### config.mk
export PLATFORM = sky130hd
export DESIGN_NAME = sampler
export DESIGN_NICKNAME = d
export VERILOG_FILES = /design/src/rtl/sampler.sv
export SDC_FILE = /design/constraint.sdc
export NUM_CORES = 1
export LEC_CHECK = 0
export CORE_ASPECT_RATIO = 0.9
export CORE_UTILIZATION = 59
export CTS_CLUSTER_SIZE = 14
export DETAILED_ROUTE_END_ITERATION = 8
export GPL_TIMING_DRIVEN = 0
export PLACE_DENSITY = 0.87
export SYNTH_ARGS = -nofsm -noshare
export SYNTH_HDL_FRONTEND = slang
export SYNTH_SLANG_ARGS = --single-unit
### constraint.sdc
create_clock -name clk -period 8.1 [get_ports clk]
set_input_delay 1.62 -clock clk [delete_from_list [all_inputs] [get_ports clk]]
set_output_delay 1.62 -clock clk [all_outputs]
set_load 0.005 [all_outputs]
### src/rtl/sampler.sv
// Logic-analyser front end: 16-channel sampler with programmable strobe rate
// and run-length compression into a 16-bit word stream.
module sampler (
  input  logic        clk,
  input  logic        rst,
  input  logic [15:0] s,
  output logic [15:0] out_data,
  output logic        out_valid,
  output logic        compressor_overflow_error,
  input  logic [4:0]  waddr,
  input  logic [31:0] wdata,
  input  logic        wvalid
);

  localparam int unsigned CH_W   = 16;
  localparam int unsigned CNT_W  = 15;
  localparam int unsigned DIV_W  = 16;
  localparam int unsigned CMP_W  = 8;

  localparam logic [4:0]       ADDR_CTRL = 5'd0;
  localparam logic [4:0]       ADDR_DIV  = 5'd4;
  localparam logic [CNT_W-1:0] CNT_SAT   = 15'h7FFE;

  // Configuration registers
  logic             en_q, en_d;
  logic             en_prev_q;
  logic [2:0]       mode_q, mode_d;
  logic [DIV_W-1:0] div_q, div_d;
  logic             ovf_clr;

  // Input synchronizer and strobe divider
  logic [CH_W-1:0]  s_meta_q, s_sync_q;
  logic [DIV_W-1:0] div_cnt_q, div_cnt_d;
  logic             strobe;

  // Compressor comparison state
  logic [CMP_W-1:0] prev_q, prev_d;
  logic [CNT_W-1:0] cnt_q, cnt_d;
  logic             first_q, first_d;
  logic [CMP_W-1:0] mask;
  logic [CMP_W-1:0] sample;

  // Words produced this cycle: w0 goes out next, w1 goes to the pending slot
  logic             w0_valid, w1_valid;
  logic [CH_W-1:0]  w0, w1;

  // Output stage
  logic [CH_W-1:0]  out_data_q, out_data_d;
  logic             out_valid_q, out_valid_d;
  logic [CH_W-1:0]  pend_q, pend_d;
  logic             pend_valid_q, pend_valid_d;
  logic             ovf_q, ovf_d;
  logic             ovf_set;

  logic             unused_wdata;
  assign unused_wdata = ^wdata[31:16];

  assign out_data                  = out_data_q;
  assign out_valid                 = out_valid_q;
  assign compressor_overflow_error = ovf_q;

  // Register-port decode
  always_comb begin
    en_d    = en_q;
    mode_d  = mode_q;
    div_d   = div_q;
    ovf_clr = 1'b0;
    if (wvalid && (waddr == ADDR_CTRL)) begin
      en_d    = wdata[0];
      ovf_clr = wdata[1];
      mode_d  = wdata[4:2];
    end
    if (wvalid && (waddr == ADDR_DIV)) begin
      div_d = wdata[15:0];
    end
  end

  // Strobe divider: held at zero while disabled so the first enabled cycle strobes
  always_comb begin
    strobe    = en_q && (div_cnt_q == '0);
    div_cnt_d = div_cnt_q;
    if (!en_q) begin
      div_cnt_d = '0;
    end else if (strobe) begin
      div_cnt_d = div_q;
    end else begin
      div_cnt_d = DIV_W'(div_cnt_q - 16'd1);
    end
  end

  // Channel mask for the compressed modes
  always_comb begin
    mask = 8'h00;
    case (mode_q[1:0])
      2'd0:    mask = 8'h01;
      2'd1:    mask = 8'h03;
      2'd2:    mask = 8'h0F;
      default: mask = 8'hFF;
    endcase
    sample = s_sync_q[CMP_W-1:0] & mask;
  end

  // Compressor: decides which words a strobe (or a disable flush) produces
  always_comb begin
    prev_d   = prev_q;
    cnt_d    = cnt_q;
    first_d  = first_q;
    w0_valid = 1'b0;
    w1_valid = 1'b0;
    w0       = '0;
    w1       = '0;
    if (!en_q) begin
      first_d = 1'b1;
      cnt_d   = '0;
      if (en_prev_q && (cnt_q != '0)) begin
        w0_valid = 1'b1;
        w0       = {1'b1, cnt_q};
      end
    end else if (strobe) begin
      if (mode_q[2]) begin
        w0_valid = 1'b1;
        w0       = s_sync_q;
      end else if (first_q) begin
        w0_valid = 1'b1;
        w0       = {8'h00, sample};
        prev_d   = sample;
        cnt_d    = '0;
        first_d  = 1'b0;
      end else if (sample == prev_q) begin
        if (cnt_q == CNT_SAT) begin
          w0_valid = 1'b1;
          w0       = 16'hFFFF;
          cnt_d    = '0;
        end else begin
          cnt_d = CNT_W'(cnt_q + 15'd1);
        end
      end else begin
        prev_d = sample;
        cnt_d  = '0;
        if (cnt_q != '0) begin
          w0_valid = 1'b1;
          w0       = {1'b1, cnt_q};
          w1_valid = 1'b1;
          w1       = {8'h00, sample};
        end else begin
          w0_valid = 1'b1;
          w0       = {8'h00, sample};
        end
      end
    end
  end

  // Output arbitration: pending word has priority, new words collide with it and are dropped
  always_comb begin
    out_data_d   = out_data_q;
    out_valid_d  = 1'b0;
    pend_d       = pend_q;
    pend_valid_d = pend_valid_q;
    ovf_set      = 1'b0;
    if (pend_valid_q) begin
      out_valid_d  = 1'b1;
      out_data_d   = pend_q;
      pend_valid_d = 1'b0;
      ovf_set      = w0_valid || w1_valid;
    end else if (w0_valid) begin
      out_valid_d = 1'b1;
      out_data_d  = w0;
      if (w1_valid) begin
        pend_d       = w1;
        pend_valid_d = 1'b1;
      end
    end
    ovf_d = (ovf_clr ? 1'b0 : ovf_q) | ovf_set;
  end

  // State registers
  always_ff @(posedge clk or posedge rst) begin
    if (rst) begin
      en_q         <= 1'b0;
      en_prev_q    <= 1'b0;
      mode_q       <= '0;
      div_q        <= '0;
      s_meta_q     <= '0;
      s_sync_q     <= '0;
      div_cnt_q    <= '0;
      prev_q       <= '0;
      cnt_q        <= '0;
      first_q      <= 1'b1;
      out_data_q   <= '0;
      out_valid_q  <= 1'b0;
      pend_q       <= '0;
      pend_valid_q <= 1'b0;
      ovf_q        <= 1'b0;
    end else begin
      en_q         <= en_d;
      en_prev_q    <= en_q;
      mode_q       <= mode_d;
      div_q        <= div_d;
      s_meta_q     <= s;
      s_sync_q     <= s_meta_q;
      div_cnt_q    <= div_cnt_d;
      prev_q       <= prev_d;
      cnt_q        <= cnt_d;
      first_q      <= first_d;
      out_data_q   <= out_data_d;
      out_valid_q  <= out_valid_d;
      pend_q       <= pend_d;
      pend_valid_q <= pend_valid_d;
      ovf_q        <= ovf_d;
    end
  end

endmodule

**After elaboration in Yosys (flattened, before gate mapping)**

Cells that the tools add are included.

- Bits in registers: 128
- Latch bits: 0
- RAM bits: 0
- Memory bits (read-only): 0
- Input port bits: 56
- Output and inout bits: 18
- Word-level logic and storage cells: 93
- Memories: 0

- Add/subtract/negate cells: 2
- $mul: 0
- Div/mod/pow operators: 0
- Magnitude comparators: 0
- Eq/ne operators: 8
- Shift-type cells: 0
- Multiplexer cells: 51
- Bitwise logic cells: 4
- Reduce and logical (&&, ||, !) cells: 13

Operator list:

| cell | number |
|---|---|
| two-way mux 16 bit | 12 |
| two-way mux 15 bit | 6 |
| two-way mux 8 bit | 8 |
| two-way mux 1 bit | 24 |
| one-hot mux 8 bit (3 select lines) | 1 |
| zero test 16 bit | 1 |
| subtractor 16 x 1 -> 16 bit (second input constant) | 1 |
| adder 15 x 1 -> 15 bit (second input constant) | 1 |
| == test 15 bit (second input constant) | 1 |
| nonzero test 15 bit | 1 |
| AND 8 bit | 1 |
| == test 8 bit | 1 |
| == test 5 x 3 -> 1 bit (second input constant) | 1 |
| zero test 5 bit | 1 |
| logical AND 1 bit | 4 |
| inequality test 2 bit (second input constant) | 2 |
| AND reduction 4 bit | 1 |
| AND reduction 3 bit | 1 |
| == test 2 x 1 -> 1 bit (second input constant) | 1 |
| == test 2 bit (second input constant) | 1 |
| zero test 2 bit | 1 |
| inequality test 2 x 1 -> 1 bit (second input constant) | 1 |
| NOT 1 bit | 2 |
| AND reduction 2 bit | 1 |
| 3 further kinds | 3 |

**Longest topological paths before layout**

Gate-level depths: netlist of the first run.

- Depth after elaboration: 12
- Mapped depth: 11
- Mapped depth without buffers: 9

**Least setup slack after synthesis of the first run**

OpenSTA, ideal clock, no wires.

- Path type: input -> register
- Start point: input waddr[1]
- End point: register div_q[0]
- Setup time: 0.125 ns
- Data arrival time: 2.767 ns
- Required time: 7.975 ns
- Path slack: 5.209 ns
- Stages on the path: 4
- Path buffers: 1
- Cells stage by stage: nor4_1 > nand3_1 > clkbuf_1 > mux2_2

- Longest elaborated chain between the ends: 2

Ends and longest elaborated chain:

| element | line | RTL |
|---|---|---|
| start: declaration | 10 | `input logic [4:0] waddr,` |
| == test 5 x 3 -> 1 bit | 73 | `if (wvalid && (waddr == ADDR_DIV)) begin` |
| logical AND 1 bit | 73 |  |
| end signal: assignment | 198 | `div_q <= div_d;` |
| end: declaration | 28 | `logic [DIV_W-1:0] div_q, div_d;` |

Every way passes these cells.
A chain may end at the register's enable or synchronous reset.

**Worst setup path in the final report of the first run**

- Start point: register ovf_q, in the netlist compressor_overflow_error
- End point: output compressor_overflow_error

RTL lines:

| element | line | RTL |
|---|---|---|
| start: declaration | 52 | `logic ovf_q, ovf_d;` |
| start signal: assignment | 209 | `ovf_q <= ovf_d;` |
| end: declaration | 9 | `output logic compressor_overflow_error,` |

No word-level cell between the ends.

==> flow_summary.toml, run 1 <==
[grt]
grt_antenna_before_repair = 0
first_global_vias = 4776
grt_util_all_layers = 0.3234
grt_start_max_net_pins = 77
grt_pass1_wl_um = 23830
grt-ovfl-total = 0

[synthesis]
synth-seq-cells = 120
dominantRegCellSynth = "dfrtp_1"
syn_inst = 538
synth_top_area_frac = 0.5374
yosys_warnings = 0
yosysSeqAreaShare = 0.5421
synth_area_um2 = 5542
synth_area_leaders = "dfrtp_1, nand2_1, mux2_2"
synthArstFlopShare = 1.000
synth_edf_count = 0
synth.avg_cell_area_um2 = 10.30
ys_types = 63
synth_area_leader_cell = "dfrtp_1"
mappedNetlistNets = 598

[critical_path]
worst-setup-path-type = "reg2out"
r2r_slack_ns = 5.07
cpPeakStageDelay_ns = 0.52
path_cells = "clkdlybuf4s50_1"
crit_family = "buffers and inverters"
cp_slowest_cell = "clkdlybuf4s50_1"
path_buf_inv = 1
path_max_fanout = 2
crit_arrival_ns = 1.43
worst_setup_path_start_kind = "register"
critical_path_required_ns = 6.48
worstSetupEndpointType = "primary output"

[placed_design]
hpwl_um = 9500
postPlaceCellArea_um2 = 6295
dp_cells = 718
place.gp.congestion = 0.8935
port_buffers = 57

[detailed_routing]
wl_per_cell_um = 19.45
drt_iter0_drc = 385
ant_nets = 0
highest-signal-layer = "met4"
via_per_inst = 6.280
dr_total_vias = 4710
wl_met3_um = 1134
drc = 0
dr.pass1.iters = 5
wl_um = 14590
met2_length_um = 7221
met1Wirelength_um = 5581

[power]
power_leakage_nw = 3.001
peakVddDrop_v = 0.0001819
power_density_nw_per_um2 = 295.9

[timing]
setup_tns_ns = 0
setup_viol = 0
slew_viol_final = 0
clock_skew_ns = 0.01018
fmax_mhz = 328.1
worst_slew_pin_slew_ns = 0.8539
rsz0062_at_grt = "false"
final_hold_viol_count = 0
relSlewSlack = 0.4290
min_period_ns = 3.048
fin_crit_sh = 0.3763

[clock_network]
htree_levels = 4
cts_tree = "done"
cts-hold-fix-buffers = 0
cts_setup_buffers = 0
cts_resized = 0
cts_buffers = 17
clk_latency_ns = 0.53
clock_path_buffers = 2
clk_root_buffer_cell = "clkbuf_8"
clock-sinks = 120
clkTransAtPathRegs_ns = 0.06

[layout]
diodes = 0
drive_above_1_share = 0.1354
fin_area_um2 = 6922
synthToLayoutAreaGrowth_pct = 24.90
fillCellCount = 585
nNetsFinal = 675
finalCoreUtilization = 0.7585
fin_cells = 750

[floorplan]
num_rows = 33
die_h_um = 93.94
ios = 74
die_x_um = 104.2
core_area_um2 = 9125
design.die.area_um2 = 9784
start_util = 0.6073

[run_status]
run_status = "completed"

[min_path]
hp-class = "reg2reg"

[job]
drv_cap = 0
synthesized netlist by cell type (all sizes together), types with 5 or more instances:
cell	instances
nand2b	6
dfrtp	119
xor2	12
nor4	8
clkbuf	19
o21ai	64
inv	12
o31ai	7
and3	5
a22oi	8
a21o	5
nor3	11
a21oi	7
xnor2	8
buf	9
a221o	6
and2	7
a31oi	9
nand3	19
a211oi	8
nand4	8
nor2	40
nand2	76
mux2	23
layer usage:
metal | global-route usage | up-vias
li1 | - | 2071
met2 | 0.5350 | 270
met5 | 0 | -
met3 | 0.07420 | 70
met4 | 0.2012 | 0
met1 | 0.3882 | 2299
power by group:
group | leakage (nW) | total [mW] | internal (mW) | switching, mW
logic | 1.15 | 0.504 | 0.210 | 0.294
clock network | 0.303 | 0.795 | 0.507 | 0.288
registers | 1.55 | 0.749 | 0.683 | 0.0662
total | 3.00 | 2.05 | 1.40 | 0.648
sequential cells by signal (all words and copies together) (netlist names), 8 cells and up:
name	flops
s_meta_q	16
div_cnt_q	16
prev_q	8
s_sync_q	16
out_data	16
div_q	16
cnt_q	15
pend_q	8
cell type report:
cell class	count	area (um^2)	area share
clock buffer	21	469.2	0.06779
clock inverter	11	157.7	0.02278
sequential	120	3004	0.4340
multi-input combinational	378	2346	0.3389
inverter	12	47.55	0.006869
tap	122	152.6	0.02205
buffer	28	146.4	0.02115
timing repair buffer	58	598.1	0.08641
placed cells by master (no fill, tap or decap), types with 3 or more instances in the layout:
master,n
a211oi_1,8
a21o_1,5
a21oi_1,6
a221o_1,6
a22oi_1,8
a31oi_1,8
a32o_1,4
and2_1,6
and3_1,5
buf_2,3
buf_6,4
bufinv_16,3
clkbuf_1,19
clkbuf_16,16
clkbuf_8,5
clkdlybuf4s50_1,57
dfrtp_1,119
ha_1,4
inv_1,11
inv_6,5
mux2_2,23
nand2_1,76
nand2b_1,5
nand3_1,19
nand4_1,7
nor2_1,37
nor2_2,3
nor3_1,9
nor4_1,8
o21ai_0,40
o21ai_1,23
o31ai_1,4
o31ai_2,3
or3_1,3
or4_1,3
xnor2_1,8
xor2_1,12
kinds of logic after synthesis:
kind of cell / count (synthesis) / share of synthesized area
muxes: 23 / 0.04674
buffers and inverters: 40 / 0.03454
xor gates and xnor gates: 20 / 0.03161
and+or+nand+nor: 201 / 0.1793
AOI/OAI and AO/OA: 130 / 0.1567
DFF: 120 / 0.5421
adders and majority gates: 4 / 0.009032
metrics by stage:
stage | hold slack, ns | power, mW | setup slack, ns
after floorplan | 0.3312 | 1.054 | 3.296
after global placement | 0.3321 | 1.201 | 1.797
after detailed placement | 0.3347 | 1.230 | 4.532
after CTS | 0.3457 | 2.044 | 5.030
after global routing | 0.3620 | 2.124 | 4.851
final | 0.3449 | 2.048 | 5.052
final timing paths:
| check | from | endpoint | cells after the start |
|---|---|---|---|
| worst max-delay path | compressor_overflow_error | compressor_overflow_error | 1 |
| worst min-delay path | s_meta_q[1] | s_sync_q[1] | 0 |
| worst max register to register | s_sync_q[4] | out_data[3] | 8 |
| worst min register to register | s_meta_q[1] | s_sync_q[1] | 0 |
| max in group asynchronous | rst | first_q | 3 |
| min in group asynchronous | rst | prev_q[6] | 2 |
Power figures use the tool's default switching activity.
==> inputs of run 2 (changes only) <==
Settings changed: CORE_UTILIZATION 59 to 55, PLACE_DENSITY 0.87 to 0.82.
Clock period 8.1 ns to 3.13 ns, I/O delays scaled along.
==> flow_summary.toml, run 2 (synthesized netlist as in run 1, its figures left out) <==
[floorplan]
core_area_um2 = 9742
die_h_um = 97.23
design.die.area_um2 = 10480
num_rows = 34
ios = 74
die_x_um = 107.8
start_util = 0.5688

[run_status]
run_status = "completed"

[critical_path]
path_max_fanout = 10
cp_slowest_cell = "dfrtp_1"
worstSetupEndpointType = "register"
cpPeakStageDelay_ns = 0.47
crit_family = "simple AND/OR/NAND/NOR gates"
worst_setup_path_start_kind = "register"
path_buf_inv = 3
path_cells = "inv_1 -> ha_1 -> nor4b_1 -> nand4_1 -> and2_0 -> clkbuf_1 -> nor2_2 -> a31o_2 -> nor2_2 -> buf_2 -> a221o_1"
crit_top_cell = "nor2_2"
critical_path_required_ns = 3.56
worst-setup-path-type = "reg2reg"
crit_arrival_ns = 3.35

[grt]
grt-ovfl-total = 0
grt_antenna_before_repair = 0
first_global_vias = 4654
grt_pass1_wl_um = 22340
grt_util_all_layers = 0.2804
grt_start_max_net_pins = 46

[power]
power_leakage_nw = 2.965
power_density_nw_per_um2 = 723.2
clockPowerShare = 0.361
p_int_mw = 3.404
switching_share = 0.3141
p_comb_frac = 0.251
seqPwrFrac = 0.389
p_sw_mw = 1.559
peakVddDrop_v = 0.0005828

[clock_network]
cts_buffers = 17
cts_tree = "done"
cts_resized = 0
clkTransAtPathRegs_ns = 0.06
cts_setup_buffers = 0
clk_latency_ns = 0.54
clock_path_buffers = 2
clk_root_buffer_cell = "clkbuf_8"
htree_levels = 4
clock-sinks = 120
cts-hold-fix-buffers = 0

[placed_design]
place.gp.congestion = 0.9110
port_buffers = 57
hpwl_um = 9242

[job]
drv_cap = 0

[timing]
fin_crit_sh = 0.9329
relSlewSlack = 0.4537
slew_viol_final = 0
setup_viol = 0
final_hold_viol_count = 0
rsz0062_at_grt = "false"
clock_skew_ns = 0.007096
fmax_mhz = 342.5
setup_tns_ns = 0
min_period_ns = 2.920
worst_slew_pin_slew_ns = 0.8178

[detailed_routing]
wl_um = 13460
via_per_inst = 6.016
dr_total_vias = 4542
drc = 0
drt_iter0_drc = 343
wl_per_cell_um = 17.83
ant_nets = 0
dr.pass1.iters = 5

[layout]
final_cell_mix = "dfrtp_1, nand2_1, clkdlybuf4s50_1, o21ai_0, nor2_1"
nNetsFinal = 676
drive_above_1_share = 0.1335
synthToLayoutAreaGrowth_pct = 23.82
finalCoreUtilization = 0.7043
diodes = 0
final_common_cell = "dfrtp_1"

[min_path]
hp-class = "reg2reg"
run 2: metal layers:
| layer | vias to the layer above | routed length [um] | part of all wire | track usage |
|---|---|---|---|---|
| met5 | - | 0 | 0 | 0 |
| met4 | 0 | 443 | 0.033 | 0.1423 |
| met3 | 48 | 902 | 0.067 | 0.06237 |
| met2 | 189 | 6656 | 0.49 | 0.4438 |
| met1 | 2230 | 5458 | 0.41 | 0.3615 |
| li1 | 2075 | - | - | - |
run 2: path summary, 6_finish.rpt:
kind	to	slack (ns)	cells after the start	start
max	out_data[2]	0.21	11	cnt_q[0]
min	s_sync_q[11]	0.35	0	s_meta_q[11]
max reg2reg	out_data[2]	0.21	11	cnt_q[0]
min reg2reg	s_sync_q[11]	0.35	0	s_meta_q[11]
max in group asynchronous	first_q	1.82	3	rst
min in group asynchronous	out_data[11]	0.59	2	rst
run 2: per-stage QoR:
| step | hold WS (ns) | worst slack [ns] | area [um^2] | total power [mW] | instances |
|---|---|---|---|---|---|
| global route | 0.3519 | 0.02074 | 6862 | 5.195 | 755 |
| CTS | 0.3480 | 0.2638 | 6862 | 4.973 | 755 |
| floorplan | 0.3312 | 0.7472 | 5545 | 2.728 | 538 |
| global placement | 0.3332 | 0.008536 | 6274 | 3.104 | 721 |
| detailed placement | 0.3347 | 0.2942 | 6314 | 3.163 | 723 |
| finish | 0.3468 | 0.2101 | 6862 | 4.963 | 755 |
run 2: worst register-to-register path, stage by stage (launching register included):
cell      delay [ns]
dfrtp_1         0.47
inv_1           0.18
ha_1            0.16
nor4b_1         0.29
nand4_1         0.23
and2_0          0.19
clkbuf_1        0.21
nor2_2          0.27
a31o_2          0.22
nor2_2          0.06
buf_2           0.21
a221o_1         0.32
run 2: final cells by class:
class / count / area (um^2)
multi-input cells: 378 / 2346
clock inverters: 11 / 98.84
inverters: 12 / 48.80
plain buffers: 28 / 146.4
flip-flops and latches: 120 / 3004
fillers: 692 / 2880
repair buffers: 59 / 610.6
clock buffers: 21 / 449.2
well taps: 126 / 157.7
run 2: power groups by stage:
stage,Combinational [mW],Sequential [mW],Clock (mW)
2_1_floorplan,0.817,1.91,0
3_3_place_gp,1.17,1.94,0
3_5_place_dp,1.21,1.95,0
4_1_cts,1.24,1.93,1.81
5_1_grt,1.37,1.95,1.87
6_report,1.24,1.93,1.79
